===== config.mk =====
export PLATFORM = sky130hd
export DESIGN_NAME = anita3_buffer_hold_scheduler_flat
export DESIGN_NICKNAME = d
export VERILOG_FILES = /design/src/rtl/anita3_buffer_hold_scheduler_pkg.sv /design/src/rtl/anita3_buffer_hold_scheduler_if.sv /design/src/rtl/anita3_rr_free_picker.sv /design/src/rtl/anita3_buffer_hold_scheduler.sv /design/src/flat_wrapper.sv
export SDC_FILE = /design/constraint.sdc
export NUM_CORES = 1
export LEC_CHECK = 0
export BUFFER_PORTS_ARGS = -buffer_cell sky130_fd_sc_hd__buf_2
export CAP_MARGIN = 30
export CELL_PAD_IN_SITES_DETAIL_PLACEMENT = 1
export CELL_PAD_IN_SITES_GLOBAL_PLACEMENT = 2
export CORE_AREA = 3 3 107 109
export CTS_CLUSTER_DIAMETER = 150
export DETAILED_ROUTE_END_ITERATION = 16
export DIE_AREA = 0 0 110 112
export PLACE_DENSITY_LB_ADDON = 0.1
export RECOVER_POWER = 100
export SLEW_MARGIN = 25
export SYNTH_ARGS = -nofsm -noshare
export SYNTH_HDL_FRONTEND = slang
export SYNTH_SLANG_ARGS = --single-unit

===== constraint.sdc =====
create_clock -name clk125_i -period 1.8 [get_ports clk125_i]
set_input_delay 0.18 -clock clk125_i [delete_from_list [all_inputs] [get_ports clk125_i]]
set_output_delay 0.18 -clock clk125_i [all_outputs]
set_load 0.01 [all_outputs]

===== src/rtl/anita3_buffer_hold_scheduler_pkg.sv =====
// Shared constants, state encoding and helpers for the SURF buffer hold scheduler.
package anita3_buffer_hold_scheduler_pkg;

  localparam int unsigned NUM_BUFFERS = 4;
  localparam int unsigned BUF_W       = 2;
  localparam int unsigned SRC_W       = 4;

  localparam logic [BUF_W-1:0] BUF_A = 2'd0;
  localparam logic [BUF_W-1:0] BUF_B = 2'd1;
  localparam logic [BUF_W-1:0] BUF_C = 2'd2;
  localparam logic [BUF_W-1:0] BUF_D = 2'd3;

  typedef enum logic [1:0] {
    SCHED_IDLE     = 2'd0,
    SCHED_DIGITIZE = 2'd1,
    SCHED_HOLDOFF  = 2'd2
  } sched_state_e;

  // One-hot mask for a buffer index.
  function automatic logic [NUM_BUFFERS-1:0] buf_onehot(input logic [BUF_W-1:0] idx);
    logic [NUM_BUFFERS-1:0] m;
    m = '0;
    m[idx] = 1'b1;
    return m;
  endfunction

endpackage


===== src/rtl/anita3_buffer_hold_scheduler_if.sv =====
// Trigger-side / generator-side signal bundle of the scheduler.
interface anita3_buffer_hold_scheduler_if #(
  parameter int unsigned CNT_W = 16
);
  import anita3_buffer_hold_scheduler_pkg::*;

  logic                   enable_i;
  logic                   trigger_i;
  logic [SRC_W-1:0]       trigger_source_i;
  logic [NUM_BUFFERS-1:0] clear_i;
  logic                   count_clear_i;
  logic                   digitize_o;
  logic [BUF_W-1:0]       digitize_buffer_o;
  logic [SRC_W-1:0]       digitize_source_o;
  logic [NUM_BUFFERS-1:0] buffer_status_o;
  logic                   dead_o;
  logic [CNT_W-1:0]       dropped_count_o;
  logic [CNT_W-1:0]       deadtime_count_o;

  // Trigger logic / readout side.
  modport master (
    output enable_i, trigger_i, trigger_source_i, clear_i, count_clear_i,
    input  digitize_o, digitize_buffer_o, digitize_source_o, buffer_status_o,
           dead_o, dropped_count_o, deadtime_count_o
  );

  // Scheduler side.
  modport slave (
    input  enable_i, trigger_i, trigger_source_i, clear_i, count_clear_i,
    output digitize_o, digitize_buffer_o, digitize_source_o, buffer_status_o,
           dead_o, dropped_count_o, deadtime_count_o
  );
endinterface


===== src/rtl/anita3_rr_free_picker.sv =====
// Combinational round-robin search for the first free buffer starting at a pointer.
module anita3_rr_free_picker
  import anita3_buffer_hold_scheduler_pkg::*;
(
  input  logic [NUM_BUFFERS-1:0] busy_i,
  input  logic [BUF_W-1:0]       start_i,
  output logic                   found_c,
  output logic [BUF_W-1:0]       idx_c
);

  logic [BUF_W-1:0] cand;

  // Scan from the farthest offset down so the nearest free buffer wins.
  always_comb begin
    found_c = 1'b0;
    idx_c   = start_i;
    cand    = start_i;
    for (int i = NUM_BUFFERS - 1; i >= 0; i--) begin
      cand = start_i + BUF_W'(i);
      if (!busy_i[cand]) begin
        found_c = 1'b1;
        idx_c   = cand;
      end
    end
  end

endmodule


===== src/rtl/anita3_buffer_hold_scheduler.sv =====
// Digitize scheduler: accepts triggers, allocates a held buffer round-robin,
// paces the event generator and keeps dead/drop accounting.
module anita3_buffer_hold_scheduler
  import anita3_buffer_hold_scheduler_pkg::*;
#(
  parameter int unsigned DIG_LEN = 4,
  parameter int unsigned HOLDOFF = 8,
  parameter int unsigned CNT_W   = 16
) (
  input  logic clk125_i,
  input  logic rst_n_i,
  anita3_buffer_hold_scheduler_if.slave bus
);

  localparam int unsigned TMR_MAX = (DIG_LEN > HOLDOFF) ? DIG_LEN : HOLDOFF;
  localparam int unsigned TMR_W   = $clog2(TMR_MAX + 1);

  // Async-assert, sync-release reset.
  logic [1:0] rst_sync_q;
  logic       rst_n;

  always_ff @(posedge clk125_i or negedge rst_n_i) begin
    if (!rst_n_i) rst_sync_q <= 2'b00;
    else          rst_sync_q <= {rst_sync_q[0], 1'b1};
  end
  assign rst_n = rst_sync_q[1];

  sched_state_e           state_q, state_d;
  logic [TMR_W-1:0]       tmr_q, tmr_d;
  logic [BUF_W-1:0]       ptr_q, ptr_d;
  logic                   digitize_q, digitize_d;
  logic [BUF_W-1:0]       dbuf_q, dbuf_d;
  logic [SRC_W-1:0]       dsrc_q, dsrc_d;
  logic [NUM_BUFFERS-1:0] status_q, status_d;
  logic                   dead_q, dead_d;
  logic [CNT_W-1:0]       dropped_q, dropped_d;
  logic [CNT_W-1:0]       deadtime_q, deadtime_d;

  logic                   pick_found;
  logic [BUF_W-1:0]       pick_idx;
  logic                   trig_en;
  logic                   accept;
  logic [NUM_BUFFERS-1:0] alloc_mask;

  // Acceptance decision uses pre-clear status.
  anita3_rr_free_picker u_picker (
    .busy_i  (status_q),
    .start_i (ptr_q),
    .found_c (pick_found),
    .idx_c   (pick_idx)
  );

  // Next-state: FSM, shared timer, allocation, status and counters.
  always_comb begin
    state_d    = state_q;
    tmr_d      = tmr_q;
    ptr_d      = ptr_q;
    digitize_d = digitize_q;
    dbuf_d     = dbuf_q;
    dsrc_d     = dsrc_q;
    alloc_mask = '0;
    accept     = 1'b0;
    trig_en    = bus.trigger_i && bus.enable_i;

    case (state_q)
      SCHED_IDLE: begin
        if (trig_en && pick_found) begin
          accept     = 1'b1;
          state_d    = SCHED_DIGITIZE;
          tmr_d      = TMR_W'(DIG_LEN - 1);
          digitize_d = 1'b1;
          dbuf_d     = pick_idx;
          dsrc_d     = bus.trigger_source_i;
          ptr_d      = pick_idx + BUF_W'(1);
          alloc_mask = buf_onehot(pick_idx);
        end
      end
      SCHED_DIGITIZE: begin
        if (tmr_q == '0) begin
          state_d    = SCHED_HOLDOFF;
          digitize_d = 1'b0;
          tmr_d      = TMR_W'(HOLDOFF - 1);
        end else begin
          tmr_d = tmr_q - TMR_W'(1);
        end
      end
      SCHED_HOLDOFF: begin
        if (tmr_q == '0) state_d = SCHED_IDLE;
        else             tmr_d   = tmr_q - TMR_W'(1);
      end
      default: begin
        state_d    = SCHED_IDLE;
        digitize_d = 1'b0;
      end
    endcase

    // Allocation overrides a same-edge clear of the same buffer.
    status_d = (status_q & ~bus.clear_i) | alloc_mask;
    dead_d   = (state_d != SCHED_IDLE) || (&status_d);

    dropped_d = dropped_q;
    if (bus.count_clear_i)                          dropped_d = '0;
    else if (trig_en && !accept && dropped_q != '1) dropped_d = dropped_q + CNT_W'(1);

    deadtime_d = deadtime_q;
    if (bus.count_clear_i)                                 deadtime_d = '0;
    else if (dead_q && bus.enable_i && deadtime_q != '1)   deadtime_d = deadtime_q + CNT_W'(1);
  end

  // State and output registers.
  always_ff @(posedge clk125_i or negedge rst_n) begin
    if (!rst_n) begin
      state_q    <= SCHED_IDLE;
      tmr_q      <= '0;
      ptr_q      <= BUF_A;
      digitize_q <= 1'b0;
      dbuf_q     <= '0;
      dsrc_q     <= '0;
      status_q   <= '0;
      dead_q     <= 1'b0;
      dropped_q  <= '0;
      deadtime_q <= '0;
    end else begin
      state_q    <= state_d;
      tmr_q      <= tmr_d;
      ptr_q      <= ptr_d;
      digitize_q <= digitize_d;
      dbuf_q     <= dbuf_d;
      dsrc_q     <= dsrc_d;
      status_q   <= status_d;
      dead_q     <= dead_d;
      dropped_q  <= dropped_d;
      deadtime_q <= deadtime_d;
    end
  end

  assign bus.digitize_o        = digitize_q;
  assign bus.digitize_buffer_o = dbuf_q;
  assign bus.digitize_source_o = dsrc_q;
  assign bus.buffer_status_o   = status_q;
  assign bus.dead_o            = dead_q;
  assign bus.dropped_count_o   = dropped_q;
  assign bus.deadtime_count_o  = deadtime_q;

endmodule


===== src/flat_wrapper.sv =====
// flat-port wrapper written by rule: the top's interface ports become plain ports
module anita3_buffer_hold_scheduler_flat import anita3_buffer_hold_scheduler_pkg::*;
#(
  parameter int unsigned DIG_LEN = 4,
  parameter int unsigned HOLDOFF = 8,
  parameter int unsigned CNT_W   = 16
)
  (clk125_i, rst_n_i, bus_enable_i, bus_trigger_i, bus_trigger_source_i, bus_clear_i, bus_count_clear_i, bus_digitize_o, bus_digitize_buffer_o, bus_digitize_source_o, bus_buffer_status_o, bus_dead_o, bus_dropped_count_o, bus_deadtime_count_o);
  anita3_buffer_hold_scheduler_if #(.CNT_W(CNT_W)) bus_i ();
  input  logic clk125_i;
  input  logic rst_n_i;
  input wire logic [$bits(bus_i.enable_i)-1:0] bus_enable_i;
  input wire logic [$bits(bus_i.trigger_i)-1:0] bus_trigger_i;
  input wire logic [$bits(bus_i.trigger_source_i)-1:0] bus_trigger_source_i;
  input wire logic [$bits(bus_i.clear_i)-1:0] bus_clear_i;
  input wire logic [$bits(bus_i.count_clear_i)-1:0] bus_count_clear_i;
  output wire logic [$bits(bus_i.digitize_o)-1:0] bus_digitize_o;
  output wire logic [$bits(bus_i.digitize_buffer_o)-1:0] bus_digitize_buffer_o;
  output wire logic [$bits(bus_i.digitize_source_o)-1:0] bus_digitize_source_o;
  output wire logic [$bits(bus_i.buffer_status_o)-1:0] bus_buffer_status_o;
  output wire logic [$bits(bus_i.dead_o)-1:0] bus_dead_o;
  output wire logic [$bits(bus_i.dropped_count_o)-1:0] bus_dropped_count_o;
  output wire logic [$bits(bus_i.deadtime_count_o)-1:0] bus_deadtime_count_o;
  assign bus_i.enable_i = bus_enable_i;
  assign bus_i.trigger_i = bus_trigger_i;
  assign bus_i.trigger_source_i = bus_trigger_source_i;
  assign bus_i.clear_i = bus_clear_i;
  assign bus_i.count_clear_i = bus_count_clear_i;
  assign bus_digitize_o = bus_i.digitize_o;
  assign bus_digitize_buffer_o = bus_i.digitize_buffer_o;
  assign bus_digitize_source_o = bus_i.digitize_source_o;
  assign bus_buffer_status_o = bus_i.buffer_status_o;
  assign bus_dead_o = bus_i.dead_o;
  assign bus_dropped_count_o = bus_i.dropped_count_o;
  assign bus_deadtime_count_o = bus_i.deadtime_count_o;
  anita3_buffer_hold_scheduler #(.DIG_LEN(DIG_LEN), .HOLDOFF(HOLDOFF), .CNT_W(CNT_W)) u_core (.clk125_i(clk125_i), .rst_n_i(rst_n_i), .bus(bus_i));
endmodule

; ---- After elaboration in Yosys (flattened, before gate mapping)
; Index checks and enable logic that the tools add are counted.
[word_totals]
out_inout_bits = 44
in_bits = 13
word_cells = 91
ff_bits = 54
[op_classes]
eq_ne = 7
add_sub_neg = 7
mux = 37
reduce_logical = 19
bitwise_logic = 4
order_cmp = 6
[ops]
columns = operator, n
row1 = $mux W16, 4
row2 = $add A16 B1 Y16 const B, 2
row3 = $ne A16 B16 Y1 const B, 2
row4 = $mux W4, 5
row5 = $lt A2 B3 Y1 const B, 5
row6 = $mux W2, 7
row7 = $mux W1, 13
row8 = $pmux W4 S3, 1
row9 = $bmux W1 S2, 4
row10 = $logic_and A1 B1 Y1, 7
row11 = $pmux W2 S3, 1
row12 = $reduce_and A3 Y1, 2
row13 = $reduce_bool A2 Y1, 3
row14 = $add A2 B1 Y2 const B, 2
row15 = $add A2 B2 Y2 const B, 2
row16 = $and A4 B4 Y4, 1
row17 = $logic_not A4 Y1, 1
row18 = $ne A2 B1 Y1 const B, 2
row19 = $not A4 Y4, 1
row20 = $or A4 B4 Y4, 1
row21 = $reduce_and A4 Y1, 1
row22 = $sub A4 B1 Y4 const B, 1
row23 = $pmux W1 S3, 1
row24 = $reduce_bool A3 Y1, 1
row25 = 10 further kinds, 10

; ---- Logic depth before layout (Yosys ltp)
; Gate-level depths: netlist of run 1.
[depth]
ltp_word = 16
mapped_depth = 7
mapped_depth_nobuf = 7

; ---- Hierarchy
; A second synthesis of run 1 with hierarchy kept.
[hier_totals]
cells_unflattened = 314
hier_area_um2 = 2902.8
[modules_own_cells]
columns = mod, area_per_inst_um2, cells_each, seq_area_each_um2, n_inst
row1 = anita3_buffer_hold_scheduler, 2811.4, 300, 1351.3, 1
row2 = anita3_rr_free_picker, 91.3, 14, 0.0, 1

; ---- Worst setup path after synthesis of run 1
; Ideal clock, no wire load.
[synth_timing]
kind = flip-flop to flip-flop
startpoint = register u_core.state_q[0]
endpoint = register u_core.dead_q, in the netlist u_core.bus.dead_o
arrival_time_ps = 1994
setup_ps = 104
path_stages_with_launch = 8
n_path_buf = 1
slack_ps = -298
path_cell_list = dfrtp_1 inv_1 ha_1 inv_2 or3_1 buf_6 o32a_1 o41ai_2
[synth_between]
elab_chain_len = 5
word_cells_on_any_way = 12
cone_classes = 2 x eq/ne / 5 x mux / 1 x bitwise / 4 x reduce/logical
[synth_rtl]
columns = element, line_no
row1 = start: declaration, anita3_buffer_hold_scheduler.sv:28  ; sched_state_e state_q, state_d;
row2 = start signal: assignment, anita3_buffer_hold_scheduler.sv:124  ; state_q <= state_d;
row3 = $logic_not A2 Y1, anita3_buffer_hold_scheduler.sv:65  ; case (state_q)
row4 = $mux W4, anita3_buffer_hold_scheduler.sv:65
row5 = $or A4 B4 Y4, anita3_buffer_hold_scheduler.sv:98  ; status_d = (status_q & ~bus.clear_i) | alloc_mask;
row6 = $reduce_and A4 Y1, anita3_buffer_hold_scheduler.sv:99  ; dead_d = (state_d != SCHED_IDLE) || (&status_d);
row7 = $logic_or A1 B1 Y1 *, anita3_buffer_hold_scheduler.sv:99
row8 = net u_core.dead_d, anita3_buffer_hold_scheduler.sv:35  ; logic dead_q, dead_d;
row9 = end signal: assignment, anita3_buffer_hold_scheduler.sv:120  ; dead_q <= 1'b0;
row10 = end signal: assignment, anita3_buffer_hold_scheduler.sv:131  ; dead_q <= dead_d;
row11 = end: declaration, anita3_buffer_hold_scheduler.sv:35
; The timed path passes the listed nets; every way through them passes the cells marked *.
; A chain may end at the register's enable or synchronous reset.

; ---- Final worst setup path of run 1
[layout_timing]
startpoint = register u_core.status_q[3], in the netlist u_core.bus.buffer_status_o[3]
endpoint = register u_core.dead_q, in the netlist u_core.bus.dead_o
[layout_between]
elab_chain_len = 15
word_cells_on_any_way = 31
cone_classes = 2 x order compare / 22 x mux / 2 x bitwise / 5 x reduce/logical
[layout_rtl]
columns = element, line_no
row1 = start: declaration, anita3_buffer_hold_scheduler.sv:34  ; logic [NUM_BUFFERS-1:0] status_q, status_d;
row2 = start signal: assignment, anita3_buffer_hold_scheduler.sv:130  ; status_q <= status_d;
row3 = $bmux W1 S2, anita3_rr_free_picker.sv:20  ; if (!busy_i[cand]) begin
row4 = $mux W1 (not written as such), anita3_rr_free_picker.sv:20
row5 = $mux W2 (4 in series), anita3_rr_free_picker.sv:20
row6 = $lt A2 B3 Y1 (not written as such) / $ge A2 B1 Y1 (equally long branches), anita3_buffer_hold_scheduler_pkg.sv:23  ; m[idx] = 1'b1;
row7 = $logic_and A1 B1 Y1 (not written as such), anita3_buffer_hold_scheduler_pkg.sv:23
row8 = $mux W1 (not written as such), anita3_buffer_hold_scheduler_pkg.sv:23
row9 = $demux W1 S2, n/a
row10 = $mux W4, anita3_buffer_hold_scheduler.sv:67  ; if (trig_en && pick_found) begin
row11 = $mux W4, anita3_buffer_hold_scheduler.sv:65
row12 = $or A4 B4 Y4, anita3_buffer_hold_scheduler.sv:98
row13 = $reduce_and A4 Y1, anita3_buffer_hold_scheduler.sv:99
row14 = $logic_or A1 B1 Y1 *, anita3_buffer_hold_scheduler.sv:99
row15 = net u_core.dead_d, anita3_buffer_hold_scheduler.sv:35
; The timed path passes the listed nets; every way through them passes the cells marked *. The select of a mux whose other input is x is not followed.

==> results of run 1 <==
-- per-layer routing --
| layer | GRT usage (%) | routed length (um) |
|---|---|---|
| met5 | 0 | 0 |
| met4 | 4.073 | 128 |
| met3 | 2.667 | 267 |
| met2 | 24.88 | 4357 |
| met1 | 18.75 | 3796 |
-- report_power, final --
part	total [mW]	internal (mW)	switching [mW]
Sequential	1.60	1.42	0.178
Combinational	2.03	1.01	1.02
Clock	0.730	0.311	0.419
-- logic make-up after synthesis --
logic type	synth area share, %
buf+inv	3.457
mux	1.488
compound gates	16.76
other cells	0.1312
xor+xnor	6.740
fa+ha+maj	3.063
flops	47.26
simple gates	21.09
-- cell usage in the layout (no fill, tap or decap), types with 2 or more instances in the layout --
cell type,Yosys,final
and3_1,8,8
a21oi_2,1,3
xnor2_1,2,2
and4_4,1,2
clkbuf_1,4,16
nor2b_1,3,3
xor2_1,20,20
and2_1,4,3
buf_2,1,41
clkbuf_8,0,6
mux2i_1,2,2
inv_2,1,3
buf_4,1,69
o2111ai_1,6,5
o211ai_1,5,5
ha_1,7,5
a21oi_1,16,13
and4_1,5,4
o32a_1,2,2
nand2_1,23,23
o31ai_1,6,5
a21o_1,3,3
or3_1,5,4
dfrtp_2,0,2
o21ai_0,14,9
o21ai_1,1,5
dfrtp_1,54,52
nor2_1,34,33
nand3b_1,2,2
buf_6,1,3
nand3_1,8,8
o41ai_1,2,2
mux2_2,2,2
or4_1,5,4
inv_1,15,13
nand4_1,10,10
-- synthesized netlist by cell type (3+ instances only) --
master / instances
or3_1: 5
and4_1: 5
o2111ai_1: 6
a21o_1: 3
nor2b_1: 3
o211ai_1: 5
o21ai_0: 14
o31ai_1: 6
nand4_1: 10
or4_1: 5
xor2_1: 20
and3_1: 8
nand2_1: 23
ha_1: 7
dfrtp_1: 54
nand3_1: 8
a21oi_1: 16
and2_1: 4
nor2_1: 34
clkbuf_1: 4
inv_1: 15
-- worst paths after layout --
kind                                          startpoint                             to  slack [ps]  depth (start not counted)
min in group asynchronous                        rst_n_i           u_core.rst_sync_q[1]         180                          2
max in group asynchronous           u_core.rst_sync_q[1]                u_core.ptr_q[1]         400                          1
setup / recovery           u_core.bus.buffer_status_o[3]              u_core.bus.dead_o          -5                          6
setup reg to reg           u_core.bus.buffer_status_o[3]              u_core.bus.dead_o          -5                          6
hold reg to reg                     u_core.rst_sync_q[1]  u_core.bus.dropped_count_o[9]         310                          0
hold / removal                         bus_count_clear_i  u_core.bus.dropped_count_o[8]          60                          2
-- per-stage QoR --
step	power [mW]	instance area, um2	util, %
CTS	4.282	3924	36.68
global placement	3.383	3772	35.26
global route	4.720	4038	37.74
floorplan	2.600	2879	-
detailed placement	3.420	3772	35.26
finish	4.360	4038	37.74
-- sequential cells by signal, indices dropped and copies added, names as in the netlist --
register and count:
u_core.ptr_q 2, u_core.bus.deadtime_count_o 16, u_core.bus.digitize_buffer_o 2, u_core.bus.buffer_status_o 4, u_core.bus.digitize_o 1, u_core.state_q 2
u_core.rst_sync_q 2, u_core.bus.digitize_source_o 4, u_core.bus.dead_o 1, u_core.bus.dropped_count_o 16, u_core.tmr_q 4
-- area by class of cell --
type,count,area share [%]
clock buffer,6,2.045
multi-input combinational,217,37.62
inverter,16,1.487
timing repair buffer,131,20.67
tap,140,4.338
sequential,54,33.53
clock inverter,2,0.3099
-- what timing repair did --
item                       4_1_cts  5_1_grt
cloned                           0        1
pin swaps                        2       25
hold endpoints to repair         2        0
gates resized for setup          6       24
setup buffers                    3        8
hold buffers                     1        0
setup endpoints to repair        4       20
==> impl_results.md, run 1 <==
* Worst Path Arrival at roughly 2000 ps
* Initial cell density of the core at between 20% and 30%
* Max-slew violations at 0
* Post-synth EDFFs at 0
* Slowest Stage Delay on Critical Path at roughly 460 ps
* FMAX at about 0.55 GHz
* Max Root-Sink Buffers at 2
* Gpl congestion at around 0.84
* Worst-path cell chain: buf_6, and3b_1, a311oi_2, a21oi_2, o32a_1, o41ai_2
* Placed instance count at between 500 and 600
* TritonCTS clock tree: built
* Post-DP HPWL at between 6000 and 7000 um
* PnR worst setup slack at -4.823 ps
* First-pass GRT wire length at 14290 um
* GRT Overall Usage at roughly 15%
* Ports at 57
* Hold Fails Final Rpt at 0
* Vias per std cell at 4.820
* Core area at 10700 um2
* Die X-Extent at about 110 um
* RSZ-0062 raised after global routing: true
* CP Class: reg -> reg
* Yosys reg bits at 54
* DR pass1 iterations at 4
* HP Class: in -> reg
* DRT iter0 DRCs at 36
* Input/output buffers at 56
* Pre-CTS setup slack at -77.13 ps
* Critical Path Fanout Max at 6
* Row count at 38
* Distinct cells, synth at 52
* Syn avg cell area at around 9.7 um2
* Worst-Margin Slew at 736.4 ps
* Largest net degree at the start of global routing at 37
* Post-Route WL at between 8000 and 9000 um
* Sequential-to-total area share from yosys stat at around 47%
* Multi-input combinational cell area at between 1500 and 2000 um2
* Final setup TNS at -4.823 ps
* CP max-delay cell: dfrtp_2
* CTS buffer count at 5
* Yosys warning count at 0
* Die Area at about 12000 um2
* FILL cells at 1272
* Area taken by flip-flops and latches at ~1400 um2
* Setup-failing EPs final at 1
* Ant. Diodes at 0
* Routed WL per cell at around 15 um
* Cell family with most CP delay: compound AO/OA/AOI/OAI gates
* Clock net sink count at 54
* Share of layout cells above drive strength 1 at between 30% and 40%
* ANT nets after route at 0
* Yosys top cell area share at 47.26%
* Maximum vdd drop at 0.5754 mV
* Worst-skew pair later-pin latency at between 300 and 400 ps
* Fin crit share at 100.3%
* Total grt overflow at 0
* Worst Path Buf+Inv at 1
* Cell Count, Final, Fillers Out at 566
* Max-cap violations at 0
* Synth area leaders: dfrtp_1 47%, xor2_1 6.1%, nor2_1 4.5%, ha_1 3.1%, nand2_1 3.0%
* Synthesized Nets at ~310
* Syn Std Cell Area at 2859 um2
* Worst setup SP type: flip-flop
* Main synth FF type: dfrtp_1
* Die H at approximately 110 um
* Failing checks: negative setup slack
* Worst-path clk slew at roughly 100 ps
* CTS root buf: clkbuf_8
* Leakage at between 1.5 and 2 nW
* Worst setup EP type: flip-flop
* Async set-or-reset flop fraction in the synthesized netlist at 100.0%
* Total number of vias at roughly 2700
* Final worst path period need at around 1800 ps
* Clock skew after layout at 6.945 ps
* Final hold slack at 59.16 ps
* Syn-to-layout area delta at 41.23%
* DR DRC count at 0
* Dominant cell type by area after synthesis: dfrtp_1
* Pwr Density at around 1100 nW/um2
* Mapped Cells at 294
* Vias in the first global route at 2902
* Status: finished, violations left
* Initial antenna violation count at 0
* Max transition margin at roughly half
* Final nets at 445
* Worst Path Required at a little over 2000 ps
* H-tree depth at 2
(Power assumes the default switching activity.)
==> run 2: changes to the inputs <==
--- a/config.mk
+++ b/config.mk
@@ -9,10 +9,11 @@
 export CAP_MARGIN = 30
 export CELL_PAD_IN_SITES_DETAIL_PLACEMENT = 1
 export CELL_PAD_IN_SITES_GLOBAL_PLACEMENT = 2
-export CORE_AREA = 3 3 107 109
+export CORE_AREA = 3 3 96 98
 export CTS_CLUSTER_DIAMETER = 150
 export DETAILED_ROUTE_END_ITERATION = 16
-export DIE_AREA = 0 0 110 112
+export DIE_AREA = 0 0 99 101
+export GPL_ROUTABILITY_DRIVEN = 1
 export PLACE_DENSITY_LB_ADDON = 0.1
 export RECOVER_POWER = 100
 export SLEW_MARGIN = 25
==> run 2 against run 1 <==
The flow still finishes with violations (negative setup slack). Sequential cell count did not move. Final area shrank 4.7%. Critical path type unchanged. First-iteration DRC count rose by 100%. Final cell count shrank 7.8%. Global-route usage up 1.9 points. Combinational power shrank 11%.
==> impl_results.md, run 2 (same netlist as run 1, synthesis figures left out) <==
* RSZ-0062 raised after global routing: true (unchanged)
* CTS root buf: clkbuf_8 (unchanged)
* Vias in the first global route at 2812 (was 2902)
* Crit path depth at 6 (unchanged)
* PnR worst setup slack at -44.79 ps (was -4.823 ps)
* Seq pwr share at 38.6% (was 36.7%)
* Maximum vdd drop at 0.6067 mV (was 0.5754 mV)
* Dpl cell area at 3685 um2 (was 3772 um2)
* Switching share of power at 36.76% (was 37.05%)
* Clock share of power at 17.4% (was 16.7%)
* Input/output buffers at 56 (unchanged)
* Comb pwr share at 44.1% (was 46.6%)
* Gpl congestion at 0.8307 (was 0.8360)
* Cell family with most CP delay: compound AO/OA/AOI/OAI gates (unchanged)
* Cells on Worst Hold Path at 3 (was 2)
* Worst Setup SP: u_core.state_q[0] (was u_core.bus.buffer_status_o[3])
* Setup-failing EPs final at 1 (unchanged)
* Commonest non-fill, non-tap cell in the layout: dfrtp_1 (was buf_4)
* Cell Count, Final, Fillers Out at 522 (was 566)
* Worst setup EP type: flip-flop (unchanged)
* Fin crit share at 102.5% (was 100.3%)
* Final worst path period need at 1845 ps (was 1805 ps)
* Final setup TNS at -44.79 ps (was -4.823 ps)
* Largest net degree at the start of global routing at 53 (was 37)
* Switch Pwr at 1.507 mW (was 1.615 mW)
* Critical Path Fanout Max at 3 (was 6)
* Max-cap violations at 0 (unchanged)
* Post-route cell area at 3849 um2 (was 4038 um2)
* GRT Overall Usage at 16.52% (was 14.62%)
* TritonCTS clock tree: built (unchanged)
* Worst Path Arrival at 2050 ps (was 2020 ps)
* CP max-delay cell: dfrtp_1 (was dfrtp_2)
* Slowest Stage Delay on Critical Path at 400 ps (was 460 ps)
* Clock net sink count at 54 (unchanged)
* Pwr Density at 1065 nW/um2 (was 1080 nW/um2)
* Reg-to-reg slack, setup at -40 ps (was -5 ps)
* Hold Fails Final Rpt at 0 (unchanged)
* Clock skew after layout at 8.120 ps (was 6.945 ps)
* DR pass1 iterations at 4 (unchanged)
* HP Class: in -> reg (unchanged)
* Vias per std cell at 5.107 (was 4.820)
* Syn-to-layout area delta at 34.62% (was 41.23%)
* Final core utilization at 45.01% (was 37.74%)
* Worst-Margin Slew at 1366 ps (was 736.4 ps)
* DRT iter0 DRCs at 72 (was 36)
* RR Startpoint: u_core.state_q[0] (was u_core.bus.buffer_status_o[3])
* Final total power at 4.098 mW (was 4.360 mW)
* Initial cell density of the core at 33.44% (was 26.73%)
* Die H at 101 um (was 112 um)
* Area taken by flip-flops and latches at 1353 um2 (was 1354 um2)
* Final nets at 433 (was 445)
* Max Root-Sink Buffers at 2 (unchanged)
* Post-DP HPWL at 5825 um (was 6280 um)
* Initial antenna violation count at 0 (unchanged)
* DR DRC count at 0 (unchanged)
* Most frequent CP cell: inv_2
* Die X-Extent at 99 um (was 110 um)
* FMAX at 0.5421 GHz (was 0.5541 GHz)
* Max-slew violations at 0 (unchanged)
* Leakage at 1.787 nW (was 1.953 nW)
* FF-to-FF End: u_core.bus.dead_o (unchanged)
* H-tree depth at 2 (unchanged)
* Ports at 57 (unchanged)
* CTS buffer count at 5 (unchanged)
* Worst-skew pair later-pin latency at 300 ps (was 310 ps)
* Routed WL per cell at 14.95 um (was 15.10 um)
* Worst Path Buf+Inv at 2 (was 1)
* Most frequent cells in the layout: 53 x dfrtp_1, 46 x buf_4, 42 x clkbuf_1 (was 69 x buf_4, 52 x dfrtp_1, 41 x buf_2)
* Worst-path cell chain: inv_2, ha_4, inv_2, or3_4, o32a_1, o41ai_2 (was buf_6, and3b_1, a311oi_2, a21oi_2, o32a_1, o41ai_2)
* Worst setup SP type: flip-flop (unchanged)
* CP Class: reg -> reg (unchanged)
* Ant. Diodes at 0 (unchanged)
* Status: finished, violations left (unchanged)
* Worst-path clk slew at 100 ps (about the same)
* Total number of vias at 2666 (was 2728)
* Row count at 34 (was 38)
* FILL cells at 1028 (was 1272)
* Max transition margin at 8.927% (was 50.91%)
* Worst hold start: bus_trigger_source_i[1] (was bus_count_clear_i)
* Core area at 8551 um2 (was 10700 um2)
* Total grt overflow at 0 (unchanged)
* Worst Path Required at 2000 ps (was 2020 ps)
* ANT nets after route at 0 (unchanged)
* Share of layout cells above drive strength 1 at 29.23% (was 36.15%)
* First-pass GRT wire length at 13570 um (was 14290 um)
* Multi-input combinational cell area at 1524 um2 (was 1519 um2)
* Hold EP: u_core.bus.digitize_source_o[1] (was u_core.bus.dropped_count_o[8])
* Die Area at 9999 um2 (was 12320 um2)
* Worst r2r path cells at 6 (unchanged)
* Failing checks: negative setup slack (unchanged)
* Internal at 2.591 mW (was 2.745 mW)
* Placed instance count at 505 (was 545)
* Post-Route WL at 7804 um (was 8548 um)
## run 2: through the flow
step,hold slack [ps],worst slack (ps)
detailed placement,-31.38,-79.15
global placement,-35.02,32.58
finish,64.99,-44.79
floorplan,-115.6,-136.5
global route,56.48,-115.8
CTS,50.29,-82.79
## run 2: worst min-delay path: stages
cell and delay [ps]:
buf_2 70, nand2_1 40, nand2_1 50
## run 2: worst max path at each step
stage                        end  slack (ps)
2_1_floorplan  u_core.bus.dead_o        -140
3_3_place_gp   u_core.bus.dead_o          30
3_5_place_dp   u_core.bus.dead_o         -80
4_1_cts        u_core.bus.dead_o         -80
5_1_grt        u_core.bus.dead_o        -120
6_report       u_core.bus.dead_o         -40
## run 2: final cells by class
| class | instances | share of cell area, % |
|---|---|---|
| multi-input combinational | 217 | 39.60 |
| timing repair buffer | 119 | 17.82 |
| inverter | 16 | 1.560 |
| clock inverter | 1 | 0.1300 |
| tap | 108 | 3.511 |
| clock buffer | 7 | 2.243 |
| sequential | 54 | 35.14 |
## run 2: timing repair
item / in CTS / in global routing
hold buffers: 1 / 0
gates cloned: 0 / 1
endpoints found under the hold margin: 2 / 0
pin swaps: 4 / 16
buffers inserted: 1 / 6
endpoints found under the setup margin: 2 / 22
gates resized for setup: 4 / 26
## run 2: power by group through the flow
stage                     sequential, mW  combinational (mW)  clock [mW]
after global routing                1.62                2.03       0.812
final                               1.58                1.81       0.711
after detailed placement            1.60                1.77           0
after CTS                           1.58                1.83       0.766
after floorplan                     1.68               0.921           0
after global placement              1.59                1.74           0
## run 2: layer usage
| metal | part of all wire [%] | GRT usage (%) | up-vias |
|---|---|---|---|
| met4 | 0.65 | 3.782 | 0 |
| met5 | 0 | 0 | - |
| li1 | - | - | 1304 |
| met1 | 45 | 21.83 | 1322 |
| met2 | 51 | 28.56 | 36 |
| met3 | 3.4 | 2.491 | 4 |
==> run 3: changes to the inputs <==
--- a/config.mk
+++ b/config.mk
@@ -5,14 +5,15 @@
 export SDC_FILE = /design/constraint.sdc
 export NUM_CORES = 1
 export LEC_CHECK = 0
+export ABC_AREA = 1
 export BUFFER_PORTS_ARGS = -buffer_cell sky130_fd_sc_hd__buf_2
 export CAP_MARGIN = 30
 export CELL_PAD_IN_SITES_DETAIL_PLACEMENT = 1
 export CELL_PAD_IN_SITES_GLOBAL_PLACEMENT = 2
-export CORE_AREA = 3 3 96 98
+export CORE_AREA = 2 2 102 104
 export CTS_CLUSTER_DIAMETER = 150
 export DETAILED_ROUTE_END_ITERATION = 16
-export DIE_AREA = 0 0 99 101
+export DIE_AREA = 0 0 104 106
 export GPL_ROUTABILITY_DRIVEN = 1
 export PLACE_DENSITY_LB_ADDON = 0.1
 export RECOVER_POWER = 100
==> run 3 against run 2 <==
The flow still finishes with violations (negative setup slack). Count of clock-buffer cells in the layout unchanged. Utilization down 4.0 points. Via count up 12%. Sequential cell count is the same. Clock skew rose by 1.2 ps. Synthesized cell count increased by 35%. Non-clock buffer count decreased by 24. Final area is 6.6% higher. Largest cell class unchanged.
==> impl_results.md, run 3 <==
* Worst-path clk slew at 100 ps (about the same)
* Comb pwr share at 47.9% (was 44.1%)
* CTS root buf: clkbuf_8 (unchanged)
* Die Area at 11020 um2 (was 9999 um2)
* Most common cell in the synthesized netlist: nand2_1 (was dfrtp_1)
* Vias in the first global route at 3012 (was 2812)
* Post-synth EDFFs at 0 (unchanged)
* Row count at 37 (was 34)
* Die X-Extent at 104 um (was 99 um)
* Dpl cell area at 3752 um2 (was 3685 um2)
* Clock skew after layout at 9.365 ps (was 8.120 ps)
* Worst setup EP type: flip-flop (unchanged)
* Commonest cells post-synth: 95 x nand2_1, 54 x dfrtp_1, 53 x inv_1 (was 54 x dfrtp_1, 34 x nor2_1, 23 x nand2_1)
* CTS buffer count at 5 (unchanged)
* Most frequent cells in the layout: 82 x nand2_1, 52 x inv_1, 50 x dfrtp_1 (was 53 x dfrtp_1, 46 x buf_4, 42 x clkbuf_1)
* Final total power at 4.452 mW (was 4.098 mW)
* Syn-to-layout area delta at 30.90% (was 34.62%)
* Main synth FF type: dfrtp_1 (unchanged)
* Cell family with most CP delay: simple AND/OR/NAND/NOR gates (was compound AO/OA/AOI/OAI gates)
* Leakage at 1.895 nW (was 1.787 nW)
* Switching share of power at 42.68% (was 36.76%)
* Commonest non-fill, non-tap cell in the layout: nand2_1 (was dfrtp_1)
* Area taken by flip-flops and latches at 1356 um2 (was 1353 um2)
* ANT nets after route at 0 (unchanged)
* Status: finished, violations left (unchanged)
* FMAX at 0.5541 GHz (was 0.5421 GHz)
* Fin crit share at 100.3% (was 102.5%)
* Reg-to-reg slack, setup at -5 ps (was -40 ps)
* Die H at 106 um (was 101 um)
* Ports at 57 (unchanged)
* HP Class: in -> reg (unchanged)
* Post-DP HPWL at 6372 um (was 5825 um)
* Worst setup SP type: flip-flop (unchanged)
* Initial cell density of the core at 31.34% (was 33.44%)
* First-pass GRT wire length at 14340 um (was 13570 um)
* CP Class: reg -> reg (unchanged)
* DR pass1 iterations at 4 (unchanged)
* Pwr Density at 1085 nW/um2 (was 1065 nW/um2)
* Routed WL per cell at 13.96 um (was 14.95 um)
* Max-cap violations at 0 (unchanged)
* DRT iter0 DRCs at 69 (was 72)
* Max Root-Sink Buffers at 2 (unchanged)
* Core area at 10000 um2 (was 8551 um2)
* TritonCTS clock tree: built (unchanged)
* Sequential-to-total area share from yosys stat at 43.11% (was 47.26%)
* Final worst path period need at 1805 ps (was 1845 ps)
* FILL cells at 1276 (was 1028)
* Post-route cell area at 4103 um2 (was 3849 um2)
* Ant. Diodes at 0 (unchanged)
* Worst-Margin Slew at 1230 ps (was 1366 ps)
* Switch Pwr at 1.900 mW (was 1.507 mW)
* Worst-skew pair later-pin latency at 310 ps (was 300 ps)
* Dominant cell type by area after synthesis: dfrtp_1 (unchanged)
* Largest net degree at the start of global routing at 53 (unchanged)
* Worst Path Buf+Inv at 1 (was 2)
* Clock net sink count at 54 (unchanged)
* Seq pwr share at 36.0% (was 38.6%)
* GRT Overall Usage at 15.85% (was 16.52%)
* Distinct cells, synth at 44 (was 52)
* Synth area leaders: dfrtp_1 43%, nand2_1 11%, inv_1 6.3%, nand3_1 4.5%, o21ai_0 4.3% (was dfrtp_1 47%, xor2_1 6.1%, nor2_1 4.5%, ha_1 3.1%, nand2_1 3.0%)
* Gpl congestion at 0.7694 (was 0.8307)
* Total grt overflow at 0 (unchanged)
* CP max-delay cell: dfrtp_2 (was dfrtp_1)
* H-tree depth at 2 (unchanged)
* Hold Fails Final Rpt at 0 (unchanged)
* Yosys warning count at 0 (unchanged)
* Worst-path cell chain: buf_12, nand2_2, nand2_4, nor2_4, nand3_2, nand2_2, nor2_4, nor2_4, nand2_4, nor2_4, nand3_1, nand2_1, a21oi_2 (was inv_2, ha_4, inv_2, or3_4, o32a_1, o41ai_2)
* DR DRC count at 0 (unchanged)
* Worst Path Arrival at 2010 ps (was 2050 ps)
* Mapped Cells at 396 (was 294)
* Share of layout cells above drive strength 1 at 27.18% (was 29.23%)
* Final nets at 512 (was 433)
* Worst Path Required at 2010 ps (was 2000 ps)
* RSZ-0062 raised after global routing: true (unchanged)
* Internal at 2.552 mW (was 2.591 mW)
* Yosys top cell area share at 43.11% (was 47.26%)
* Failing checks: negative setup slack (unchanged)
* Input/output buffers at 56 (unchanged)
* Setup-failing EPs final at 1 (unchanged)
* Max-slew violations at 0 (unchanged)
* Final setup TNS at -4.869 ps (was -44.79 ps)
* Multi-input combinational cell area at 1708 um2 (was 1524 um2)
* Syn avg cell area at 7.915 um2 (was 9.724 um2)
* Final core utilization at 41.03% (was 45.01%)
* Initial antenna violation count at 0 (unchanged)
* Critical Path Fanout Max at 7 (was 3)
* Async set-or-reset flop fraction in the synthesized netlist at 100.0% (unchanged)
* PnR worst setup slack at -4.869 ps (was -44.79 ps)
* Yosys reg bits at 54 (unchanged)
* Synthesized Nets at 416 (was 314)
* Total number of vias at 2978 (was 2666)
* Slowest Stage Delay on Critical Path at 430 ps (was 400 ps)
* Max transition margin at 18.02% (was 8.927%)
* Most frequent CP cell: nor2_4 (was inv_2)
* Post-Route WL at 8780 um (was 7804 um)
* Maximum vdd drop at 0.3406 mV (was 0.6067 mV)
* Vias per std cell at 4.734 (was 5.107)
* Clock share of power at 16.1% (was 17.4%)
* Syn Std Cell Area at 3134 um2 (was 2859 um2)
run 3: cell count changes after synthesis, sizes merged, moves of 6 or more:
cell	delta
nand3	+23
inv	+40
xor2	-12
nand2	+79
nor3	+14
o2111ai	-6
and3	-7
and4	-6
o21ai	+15
run 3: tightest hold or removal path, delay by kind of cell:
kind	cells	cell delay (ps)
AND/OR/NAND/NOR	2	90
buffers and inverters	1	70
run 3: final timing paths:
check	from	endpoint	depth (start not counted)
worst min register to register	u_core.rst_sync_q[0]	u_core.rst_sync_q[1]	0
worst max-delay path	u_core.ptr_q[0]	u_core.bus.dropped_count_o[11]	13
worst min-delay path	bus_trigger_source_i[2]	u_core.bus.digitize_source_o[2]	3
worst max register to register	u_core.ptr_q[0]	u_core.bus.dropped_count_o[11]	13
min in group asynchronous	rst_n_i	u_core.rst_sync_q[1]	2
max in group asynchronous	u_core.rst_sync_q[1]	u_core.bus.dropped_count_o[0]	1
run 3: power by group through the flow:
stage | Combinational [mW] | Sequential [mW] | Clock [mW]
floorplan | 1.22 | 1.67 | 0
global placement | 1.82 | 1.65 | 0
detailed placement | 1.85 | 1.65 | 0
CTS | 1.86 | 1.63 | 0.773
global route | 2.41 | 1.64 | 0.812
finish | 2.13 | 1.60 | 0.717
run 3: repair_timing:
action,CTS,global route
resized for setup,1,59
endpoints found under the hold margin,2,0
pin swaps,0,18
cloned,0,1
setup buffers,0,11
setup endpoints to repair,11,33
hold buffers,1,0
run 3: metal layers:
layer | GRT usage (%) | vias up | part of all wire, %
li1 | - | 1478 | -
met5 | 0 | - | 0
met4 | 3.764 | 0 | 0.84
met1 | 20.77 | 1448 | 48
met2 | 27.40 | 46 | 48
met3 | 2.698 | 6 | 2.9
run 3: layout make-up:
| type | instances | area share [%] |
|---|---|---|
| repair buffers | 95 | 13.42 |
| multi-input cells | 279 | 41.63 |
| well taps | 136 | 4.148 |
| clock buffers | 7 | 2.104 |
| clock inverters | 1 | 0.1220 |
| inverters | 57 | 5.520 |
| flip-flops and latches | 54 | 33.06 |
run 3: kinds of logic after synthesis:
| logic type | synth area share, % |
|---|---|
| and+or+nand+nor | 31.46 |
| DFF | 43.11 |
| other | 0.1196 |
| adders and majority gates | 2.794 |
| buffers and inverters | 8.583 |
| AOI/OAI and AO/OA | 11.18 |
| xor gates and xnor gates | 2.755 |
run 3: through the flow:
| stage | worst slack (ps) | instances | hold slack, ps |
|---|---|---|---|
| final | -4.869 | 629 | 75.90 |
| after global routing | -125.0 | 629 | 81.56 |
| after CTS | 7.220 | 617 | 61.44 |
| after detailed placement | -76.08 | 608 | -29.97 |
| after global placement | -63.27 | 608 | -33.61 |
| after floorplan | 37.20 | 396 | -115.6 |
